`config.mk`:
```
export PLATFORM = sky130hd
export DESIGN_NAME = seq_rotate_right
export DESIGN_NICKNAME = d
export VERILOG_FILES = /design/src/rtl/seq_rotate_right.sv
export SDC_FILE = /design/constraint.sdc
export NUM_CORES = 1
export LEC_CHECK = 0
export ABC_CLOCK_PERIOD_IN_PS = 1600
export BUFFER_PORTS_ARGS = -buffer_cell sky130_fd_sc_hd__buf_2
export CORE_MARGIN = 4
export CORE_UTILIZATION = 48
export CTS_CLUSTER_SIZE = 30
export DETAILED_ROUTE_END_ITERATION = 12
export GPL_ROUTABILITY_DRIVEN = 0
export PLACE_DENSITY = 0.75
export SETUP_SLACK_MARGIN = 0.2
export SYNTH_ARGS = -nofsm -noshare
export SYNTH_HDL_FRONTEND = slang
export SYNTH_SLANG_ARGS = --single-unit
```
`constraint.sdc`:
```
create_clock -name clk -period 1.6 [get_ports clk]
set_clock_uncertainty 0.2 [all_clocks]
set_input_delay 0.16 -clock clk [delete_from_list [all_inputs] [get_ports clk]]
set_output_delay 0.16 -clock clk [all_outputs]
set_load 0.03 [all_outputs]
```
`src/rtl/seq_rotate_right.sv`:
```
// Multi-cycle right-rotator: captures an operand and rotates it right one position per cycle
// under a start/done handshake, reporting dropped requests made while busy.
module seq_rotate_right #(
  parameter int unsigned WIDTH = 16,
  parameter int unsigned CNT_W = 4
) (
  input  logic             clk,
  input  logic             rst,
  input  logic             start,
  input  logic [WIDTH-1:0] In,
  input  logic [CNT_W-1:0] Cnt,
  output logic [WIDTH-1:0] Out,
  output logic             busy,
  output logic             done,
  output logic             err
);

  typedef enum logic [1:0] {
    StIdle,
    StRot,
    StDone
  } state_e;

  state_e           state_q, state_d;
  logic [WIDTH-1:0] data_q, data_d;
  logic [CNT_W-1:0] remaining_q, remaining_d;
  logic [WIDTH-1:0] out_q, out_d;
  logic             err_q, err_d;
  logic [WIDTH-1:0] data_rot;

  assign data_rot = {data_q[0], data_q[WIDTH-1:1]};

  always_comb begin
    state_d     = state_q;
    data_d      = data_q;
    remaining_d = remaining_q;
    out_d       = out_q;
    // Any request outside IDLE is dropped and flagged for one cycle.
    err_d       = start && (state_q != StIdle);

    unique case (state_q)
      StIdle: begin
        if (start) begin
          data_d      = In;
          remaining_d = Cnt;
          if (Cnt == '0) begin
            state_d = StDone;
            out_d   = In;
          end else begin
            state_d = StRot;
          end
        end
      end
      StRot: begin
        data_d      = data_rot;
        remaining_d = remaining_q - CNT_W'(1);
        // Last rotation: publish the rotated value as we enter DONE.
        if (remaining_q == CNT_W'(1)) begin
          state_d = StDone;
          out_d   = data_rot;
        end
      end
      StDone: begin
        state_d = StIdle;
      end
      default: begin
        state_d = StIdle;
      end
    endcase
  end

  always_ff @(posedge clk) begin
    if (rst) begin
      state_q     <= StIdle;
      data_q      <= '0;
      remaining_q <= '0;
      out_q       <= '0;
      err_q       <= 1'b0;
    end else begin
      state_q     <= state_d;
      data_q      <= data_d;
      remaining_q <= remaining_d;
      out_q       <= out_d;
      err_q       <= err_d;
    end
  end

  assign Out  = out_q;
  assign busy = (state_q != StIdle);
  assign done = (state_q == StDone);
  assign err  = err_q;

endmodule
```
# ---- Word level (Yosys, flattened, before mapping)
# Cells that the tools add are included.
dict set report totals {
  mem_count 0
  latchBits 0
  romBits 0
  in_bits 23
  reg_bits 39
  ramBits 0
}
dict set report classes {
  muxes 12
  n_addsub 1
  n_mul 0
  shifts 0
  n_reduce_logical 8
  bitwise_logic 0
  n_lt_le_gt_ge 0
  div 0
  n_eq_ne 6
}
# cell count
set op_table {}
lappend op_table {{two-way mux 16 bit} 4}
lappend op_table {{one-hot mux 16 bit (2 select lines)} 2}
lappend op_table {{one-hot mux 4 bit (2 select lines)} 1}
lappend op_table {{two-way mux 2 bit} 3}
lappend op_table {{inequality test 2 bit (second input constant)} 3}
lappend op_table {{equality test 4 x 1 -> 1 bit (second input constant)} 1}
lappend op_table {{logical NOT 4 bit} 1}
lappend op_table {{two-way mux 4 bit} 1}
lappend op_table {{one-hot mux 2 bit (2 select lines)} 1}
lappend op_table {{AND reduction 2 bit} 2}
lappend op_table {{AND reduction 4 bit} 1}
lappend op_table {{nonzero test 2 bit} 2}
lappend op_table {{subtractor 4 x 1 -> 4 bit (second input constant)} 1}
lappend op_table {{equality test 2 x 1 -> 1 bit (second input constant)} 1}
lappend op_table {{equality test 2 bit (second input constant)} 1}
lappend op_table {{logical NOT 2 bit} 1}
lappend op_table {{logical AND 1 bit} 1}

# ---- Longest topological paths before layout
# Gate-level depths: netlist of the first run.
dict set report depth {
  ltp_word 4
  depth_mapped 7
  mapped_depth_nobuf 5
}

# ---- Worst setup path after synthesis of the first run
# No wires, ideal clock.
dict set report synth_timing {
  kind {register -> register}
  startpoint {register remaining_q[0]}
  endpoint {register out_q[10] (netlist: Out[10])}
  t_arrival_ns 1.353
  required_ns 1.258
  path_slack_ns -0.094
  path_buffers 2
  stages_incl_launch_ff 7
  path_cell_list {dfxtp_1 -> ha_1 -> nor3b_2 -> a22o_1 -> buf_4 -> buf_8 -> a211oi_2}
}
dict set report synth_via {
  elab_chain_cells 3
}
# element line
set synth_rtl {}
lappend synth_rtl {{start, declared} 26} ;# logic [CNT_W-1:0] remaining_q, remaining_d;
lappend synth_rtl {{start signal, assigned} 82} ;# remaining_q <= remaining_d;
lappend synth_rtl {{equality test 4 x 1 -> 1 bit} 58} ;# if (remaining_q == CNT_W'(1)) begin
lappend synth_rtl {{inequality test 2 bit (no line)} n/a}
lappend synth_rtl {{AND reduction 4 bit (no line)} n/a}
lappend synth_rtl {{end signal, assigned} 83} ;# out_q <= out_d;
lappend synth_rtl {{end, declared} 27} ;# logic [WIDTH-1:0] out_q, out_d;
# Every way passes these cells.
# A chain may end at the register's enable or synchronous reset.

# ---- Worst setup path in the final report of the first run
dict set report layout_timing {
  startpoint {register state_q[1]}
  endpoint {register out_q[8] (netlist: Out[8])}
}
dict set report layout_via {
  elab_chain_cells 3
  elab_cells_between_ends 8
}
# element line
set layout_rtl {}
lappend layout_rtl {{start, declared} 24} ;# state_e state_q, state_d;
lappend layout_rtl {{start signal, assigned} 74} ;# state_q <= StIdle;
lappend layout_rtl {{start signal, assigned} 80} ;# state_q <= state_d;
lappend layout_rtl {{equality test 2 x 1 -> 1 bit or logical NOT 2 bit (tied branches)} 41} ;# unique case (state_q)
lappend layout_rtl {{inequality test 2 bit (no line) or nonzero test 2 bit (tied branches)} n/a}
lappend layout_rtl {{AND reduction 4 bit (no line)} n/a}
# Parallel ways exist; a longest one is shown, timed or not.

==> implementation parameters, run 1 <==
Parameter                              Value

Routing
  Count of nets left with antenna violations after detail routing    0
  Routed via count    1725
  First-pass DRT Iterations    4
  Total wire length    6.07 mm
  Residual DRC    0
  Routed len/inst    21.8 µm
  Routed via count divided by cell count    6.18
  Detailed Route Iter0 Violations    151

Critical path
  Arrival time worst endpoint    1.68 ns
  Cells along the critical path    and2b_1 -> a22o_1 -> buf_12 -> a211oi_1
  Worst path slowest cell    sky130_fd_sc_hd__dfxtp_4
  Launching element type of the critical path    register
  Crit. End Element    register
  Cell count of the worst reg-to-reg path    4
  Required time of the worst setup path    1.61 ns
  Crit Path Class    reg2reg
  CP peak stage delay    0.42 ns
  CP Max Fanout    17

Place
  Placement-stage worst setup slack    0.00692 ns
  Cell Count Post-Placement    258
  Count of buffers inserted at the top-level ports    41
  Detailed Place HPWL    3.09 mm

Status
  Status    finished, violations left
  Violated checks    negative hold slack, negative setup slack

Pwr
  Peak supply drop    0.712 mV
  Internal Dissipation    1.86 mW
  Clock share of power    26.7%
  Combinational Power Share    31.6%
  Sequential Power Share    41.7%
  Static leakage    1.08 nW
  Power per unit of standard cell area    970 nW/µm²
  Net Sw Frac    33.3%
  Net switching power of the design    925 µW

Synth
  Sequential-to-total area share from yosys stat    42.2%
  Post-synthesis sequential element count    39
  Cell count after synthesis    177
  Combined area of all synthesized cells    1850 µm²
  Count of distinct cell types in the synthesized netlist    33
  Post-Synthesis Mean Instance Area    10.5 µm²
  Synth warn    0
  Net count after synthesis    202

Floorplan
  Row Count    22
  Initial core utilization    50.2%
  Ports    42
  Total core area    3690 µm²
  Die Outline Area    4910 µm²
  Die Wd    70.1 µm
  Die extent in y    70.1 µm

Global route
  Vias in the first global route    1528
  GRT Total Usage    19.0%
  Total congestion overflow    0
  Largest net degree at the start of global routing    34
  Global-route wire length before repair    7.49 mm
  Antenna violations before repair    0

Clock tree
  Max H-tree Level    2
  Worst-case clock buffer depth    2
  CTS buffer count    5
  Clock tree from TritonCTS    built
  TritonCTS Sinks    39
  Later-pin clock latency in the skew report    0.30 ns
  Clock slew seen by the registers of the worst setup and hold paths    0.08 ns
  Clock root cell    sky130_fd_sc_hd__clkbuf_8

Finish
  Total number of nets in the final design    255
  Fraction of final layout cells with drive strength greater than 1    68.0%
  Multi-input combinational cell area    1390 µm²
  Area grow syn2layout    55.0%
  Register cell area after layout    793 µm²
  Commonest non-fill, non-tap cell in the layout    sky130_fd_sc_hd__buf_2
  Antenna diode count    0
  Commonest cells after routing, fill and taps aside    sky130_fd_sc_hd__buf_2 (39), sky130_fd_sc_hd__dfxtp_1 (35), sky130_fd_sc_hd__a211oi_2 (29)
  Post-route insts no fill    279
  Share of the core filled with cells in the final layout    77.7%
  Fillers    196

Timing
  Final hold slack    -0.000402 ns
  Relative slew slack    76.9%
  Final setup margin    -0.0652 ns
  Ratio of final minimum period to clock period    104%
  Total negative setup slack    -0.193 ns
  Hold violation count in the final report    1
  RSZ-0062 raised after global routing    true
  Fmax    601 MHz
  Transition time of the tightest slew-check pin    0.337 ns
  Pins over their slew limit    0
  Number of endpoints failing setup at the final stage    9
  Clock period minus worst slack    1.67 ns

Worst hold path
  Type of the tightest min-delay check    in2reg
  Worst hold path cell count    3

Flow run
  Max-cap violations    0
-- state kept, by name (all words and copies together) (netlist names) --
signal and flops:
Out 16, data_q 16, err 1, remaining_q 4
state_q 2
-- per-stage QoR --
| stage | total power, mW | instance area, µm² |
|---|---|---|
| 2_1_floorplan | 1.60 | 2000 |
| 3_3_place_gp | 1.71 | 2220 |
| 3_5_place_dp | 1.73 | 2220 |
| 4_1_cts | 2.49 | 2410 |
| 5_1_grt | 2.90 | 2870 |
| 6_report | 2.78 | 2870 |
-- final cells by class --
cell class | instances | share of cell area (%)
timing repair buffer | 64 | 17.9
tap | 48 | 2.09
sequential | 39 | 27.7
inverter | 2 | 0.262
clock buffer | 8 | 3.49
multi-input combinational | 118 | 48.6
-- worst paths after layout --
kind         slack, ns            from              to
max              -0.07      state_q[1]          Out[8]
min            -0.0004          Cnt[2]  remaining_q[2]
max reg2reg      -0.07      state_q[1]          Out[8]
min reg2reg       0.29  remaining_q[1]  remaining_q[1]
-- timing repair --
item                                   CTS  global route
pin swaps                                1            18
buffers inserted                         0             6
endpoints found under the hold margin    1             0
resized for setup                       13            75
cloned                                   2             4
setup endpoints to repair               38            40
hold buffers                             1             0
-- power groups by stage --
stage	Sequential, mW	Combinational (mW)	Clock (mW)
after global routing	1.17	0.931	0.799
after global placement	1.14	0.566	0
after floorplan	1.18	0.426	0
after CTS	1.13	0.619	0.743
after detailed placement	1.15	0.586	0
final	1.16	0.878	0.743
-- layer usage --
metal,up-vias,GRT usage (%),part of all wire (%)
li1,787,-,-
met5,-,0,0
met4,0,6.81,4.0
met2,76,31.5,51
met3,25,5.18,6.8
met1,837,23.6,39
-- cells in the mapped netlist, drive strengths merged --
library cell / count / share of area [%]
a211oi: 32 / 16
a221oi: 16 / 7.6
nand2: 3 / 0.61
nor2b: 2 / 0.68
o21ba: 1 / 0.54
nor4bb: 1 / 0.54
mux2i: 16 / 8.7
inv: 2 / 0.41
o211ai: 1 / 0.41
ha: 2 / 1.4
and3b: 1 / 0.47
a31oi: 2 / 0.68
nor2: 16 / 3.2
nand2b: 4 / 1.4
dfxtp: 39 / 42
nor3b: 2 / 1.4
a21oi: 4 / 1.1
a22o: 1 / 0.47
buf: 16 / 6.4
a2bb2oi: 1 / 0.47
a21o: 1 / 0.41
clkbuf: 4 / 0.81
o21bai: 1 / 0.41
nand3b: 4 / 1.6
or3: 2 / 0.68
and2b: 1 / 0.41
nor4: 1 / 1.1
or2: 1 / 0.34
-- cells by family (layout without fill, tap and decap cells) --
| family | count (synthesis) | after routing | synth area share (%) |
|---|---|---|---|
| multiplexers | 16 | 16 | 8.65 |
| adder cells (fa/ha/maj) | 2 | 2 | 1.35 |
| buffers and inverters | 22 | 74 | 7.64 |
| AND/OR/NAND/NOR | 38 | 40 | 12.4 |
| flip-flops | 39 | 39 | 42.2 |
| AO/OA/AOI/OAI | 60 | 60 | 27.7 |
-- worst max-delay path: cells and delay by family, from the launching register on --
family | cells | cell delay (ns)
and+or+nand+nor | 1 | 0.26
AOI/OAI and AO/OA | 2 | 0.51
buffers and inverters | 1 | 0.17
DFF | 1 | 0.42
(Power assumes the default switching activity.)
==> run 2, diff against run 1 <==
--- a/config.mk
+++ b/config.mk
@@ -5,7 +5,7 @@
 export SDC_FILE = /design/constraint.sdc
 export NUM_CORES = 1
 export LEC_CHECK = 0
-export ABC_CLOCK_PERIOD_IN_PS = 1600
+export ABC_CLOCK_PERIOD_IN_PS = 1390
 export BUFFER_PORTS_ARGS = -buffer_cell sky130_fd_sc_hd__buf_2
 export CORE_MARGIN = 4
 export CORE_UTILIZATION = 48
@@ -13,7 +13,7 @@
 export DETAILED_ROUTE_END_ITERATION = 12
 export GPL_ROUTABILITY_DRIVEN = 0
 export PLACE_DENSITY = 0.75
-export SETUP_SLACK_MARGIN = 0.2
+export SETUP_SLACK_MARGIN = 0.4
 export SYNTH_ARGS = -nofsm -noshare
 export SYNTH_HDL_FRONTEND = slang
 export SYNTH_SLANG_ARGS = --single-unit
==> constraint.sdc (replaced) <==
create_clock -name clk -period 1.39 [get_ports clk]
set_clock_uncertainty 0.2 [all_clocks]
set_input_delay 0.139 -clock clk [delete_from_list [all_inputs] [get_ports clk]]
set_output_delay 0.139 -clock clk [all_outputs]
set_load 0.03 [all_outputs]
==> run 2 against run 1 <==
  * The run still ends with negative hold slack, negative setup slack left
  * Sequential cell count unchanged
  * Via count grew 13%
  * Die area unchanged
  * Final cell count up 9.3%
  * First-iteration DRC count rose by 51%
  * Combinational power increased by 50%
  * Power up 26%
  * Core utilization is 13 points higher
  * Register-to-register slack lost 0.23 ns
  * Clock power is 11% higher
  * Sequential power up 16%
  * Setup slack lost 0.23 ns
==> implementation parameters, run 2 (synthesis gave the netlist of run 1 again) <==
Parameter                              Value

Status
  Status    finished, violations left (unchanged)
  Violated checks    negative hold slack, negative setup slack (unchanged)

Finish
  Summed area of non-filler cells in the final layout    3340 µm² (was 2870 µm²)
  Antenna diode count    0 (unchanged)
  Area grow syn2layout    80.6% (was 55.0%)
  Post-route insts no fill    305 (was 279)
  Total number of nets in the final design    281 (was 255)
  Share of the core filled with cells in the final layout    90.6% (was 77.7%)
  Fraction of final layout cells with drive strength greater than 1    81.3% (was 68.0%)
  Commonest cells after routing, fill and taps aside    sky130_fd_sc_hd__buf_6 (32), sky130_fd_sc_hd__a211oi_2 (31), sky130_fd_sc_hd__buf_4 (29) (was sky130_fd_sc_hd__buf_2 (39), sky130_fd_sc_hd__dfxtp_1 (35), sky130_fd_sc_hd__a211oi_2 (29))
  Commonest non-fill, non-tap cell in the layout    sky130_fd_sc_hd__buf_6 (was sky130_fd_sc_hd__buf_2)

Floorplan
  Total core area    3690 µm² (unchanged)
  Die Outline Area    4910 µm² (unchanged)
  Die extent in y    70.1 µm (unchanged)
  Die Wd    70.1 µm (unchanged)
  Initial core utilization    50.2% (unchanged)
  Row Count    22 (unchanged)
  Ports    42 (unchanged)

Clock tree
  Clock root cell    sky130_fd_sc_hd__clkbuf_8 (unchanged)
  TritonCTS Sinks    39 (unchanged)
  Max H-tree Level    2 (unchanged)
  Clock tree from TritonCTS    built (unchanged)
  Clock slew seen by the registers of the worst setup and hold paths    0.08 ns (about the same)
  Worst-case clock buffer depth    2 (unchanged)
  Later-pin clock latency in the skew report    0.32 ns (was 0.30 ns)
  CTS buffer count    5 (unchanged)

Timing
  Ratio of final minimum period to clock period    121% (was 104%)
  Final setup margin    -0.293 ns (was -0.0652 ns)
  RSZ-0062 raised after global routing    true (unchanged)
  Fmax    594 MHz (was 601 MHz)
  Clock period minus worst slack    1.68 ns (was 1.67 ns)
  Transition time of the tightest slew-check pin    0.306 ns (was 0.337 ns)
  Pins over their slew limit    0 (unchanged)
  Final hold slack    -0.0366 ns (was -0.000402 ns)
  Total negative setup slack    -7.74 ns (was -0.193 ns)
  Relative slew slack    79.5% (was 76.9%)
  Number of endpoints failing setup at the final stage    39 (was 9)
  Hold violation count in the final report    2 (was 1)

Critical path
  Crit. End Element    register (unchanged)
  Worst R2R Setup Slack    -0.29 ns (was -0.07 ns)
  Required time of the worst setup path    1.40 ns (was 1.61 ns)
  Count of buffer and inverter cells on the critical path    2 (was 1)
  Arrival time worst endpoint    1.69 ns (was 1.68 ns)
  Launching element type of the critical path    register (unchanged)
  Cells along the critical path    inv_2 -> ha_4 -> nor3b_4 -> a22o_1 -> buf_12 -> a211oi_2 (was and2b_1 -> a22o_1 -> buf_12 -> a211oi_1)
  Worst path slowest cell    sky130_fd_sc_hd__dfxtp_2 (was sky130_fd_sc_hd__dfxtp_4)
  CP Max Fanout    17 (unchanged)
  Largest delay share family, worst path    compound AO/OA/AOI/OAI gates (unchanged)
  CP peak stage delay    0.35 ns (was 0.42 ns)
  Crit Path Class    reg2reg (unchanged)

Global route
  Total congestion overflow    0 (unchanged)
  GRT Total Usage    28.2% (was 19.0%)
  Antenna violations before repair    0 (unchanged)
  Global-route wire length before repair    10.6 mm (was 7.49 mm)
  Largest net degree at the start of global routing    30 (was 34)
  Vias in the first global route    1996 (was 1528)

Place
  Count of buffers inserted at the top-level ports    41 (unchanged)
  Detailed Place HPWL    3.52 mm (was 3.09 mm)
  Cell Count Post-Placement    271 (was 258)
  Area post-placement    2360 µm² (was 2220 µm²)

Routing
  Detailed Route Iter0 Violations    228 (was 151)
  Routed via count    1952 (was 1725)
  First-pass DRT Iterations    4 (unchanged)
  Routed len/inst    27.4 µm (was 21.8 µm)
  Routed via count divided by cell count    6.40 (was 6.18)
  Count of nets left with antenna violations after detail routing    0 (unchanged)
  Total wire length    8.34 mm (was 6.07 mm)
  Residual DRC    0 (unchanged)

Flow run
  Max-cap violations    0 (unchanged)

Worst hold path
  Type of the tightest min-delay check    in2reg (unchanged)

Pwr
  Power per unit of standard cell area    1050 nW/µm² (was 970 nW/µm²)
  Tot Pwr    3.49 mW (was 2.78 mW)
  Static leakage    1.27 nW (was 1.08 nW)
  Peak supply drop    1.22 mV (was 0.712 mV)
==> run 2: final timing paths <==
kind | cells after the start | to | startpoint
worst max-delay path | 6 | Out[11] | remaining_q[1]
worst min-delay path | 3 | remaining_q[2] | Cnt[2]
worst max register to register | 6 | Out[11] | remaining_q[1]
worst min register to register | 2 | remaining_q[1] | remaining_q[1]
==> run 2: per-layer routing <==
metal | wire (µm) | up-vias | track usage, %
met2 | 4040 | 129 | 47.0
met1 | 3130 | 946 | 33.4
met4 | 425 | 0 | 12.3
met5 | 0 | - | 0
li1 | - | 839 | -
met3 | 750 | 38 | 8.49
==> run 2: what timing repair did <==
item,CTS,global route
setup buffers,15,7
gates resized for setup,100,51
hold endpoints to repair,5,4
cloned,3,1
endpoints found under the setup margin,58,58
pin swaps,12,18
==> run 2: power by group <==
part | internal (mW) | switching [mW] | leakage [nW]
Combinational | 0.647 | 0.670 | 0.894
Sequential | 1.22 | 0.132 | 0.331
Clock | 0.351 | 0.471 | 0.0445
==> run 2: area by class of cell <==
class | count | area, µm²
clock buffers | 5 | 68.8
clock inverters | 3 | 18.8
fillers | 133 | 347
inverters | 2 | 7.51
multi-input cells | 116 | 1480
flip-flops and latches | 39 | 815
well taps | 48 | 60.1
repair buffers | 92 | 896
==> run 2: worst register-to-register path, delay by kind of cell, from the launching register on <==
| family | cells | cell delay, ns |
|---|---|---|
| AND/OR/NAND/NOR | 1 | 0.16 |
| flip-flops | 1 | 0.35 |
| adder cells (fa/ha/maj) | 1 | 0.15 |
| AO/OA/AOI/OAI | 2 | 0.49 |
| buffers and inverters | 2 | 0.24 |
==> run 2: through the flow <==
stage,hold slack (ns),setup WS [ns]
6_report,-0.0366,-0.293
5_1_grt,-0.0401,-0.322
4_1_cts,-0.0274,-0.183
3_5_place_dp,0.270,-0.253
3_3_place_gp,0.256,-0.136
2_1_floorplan,0.103,-0.224
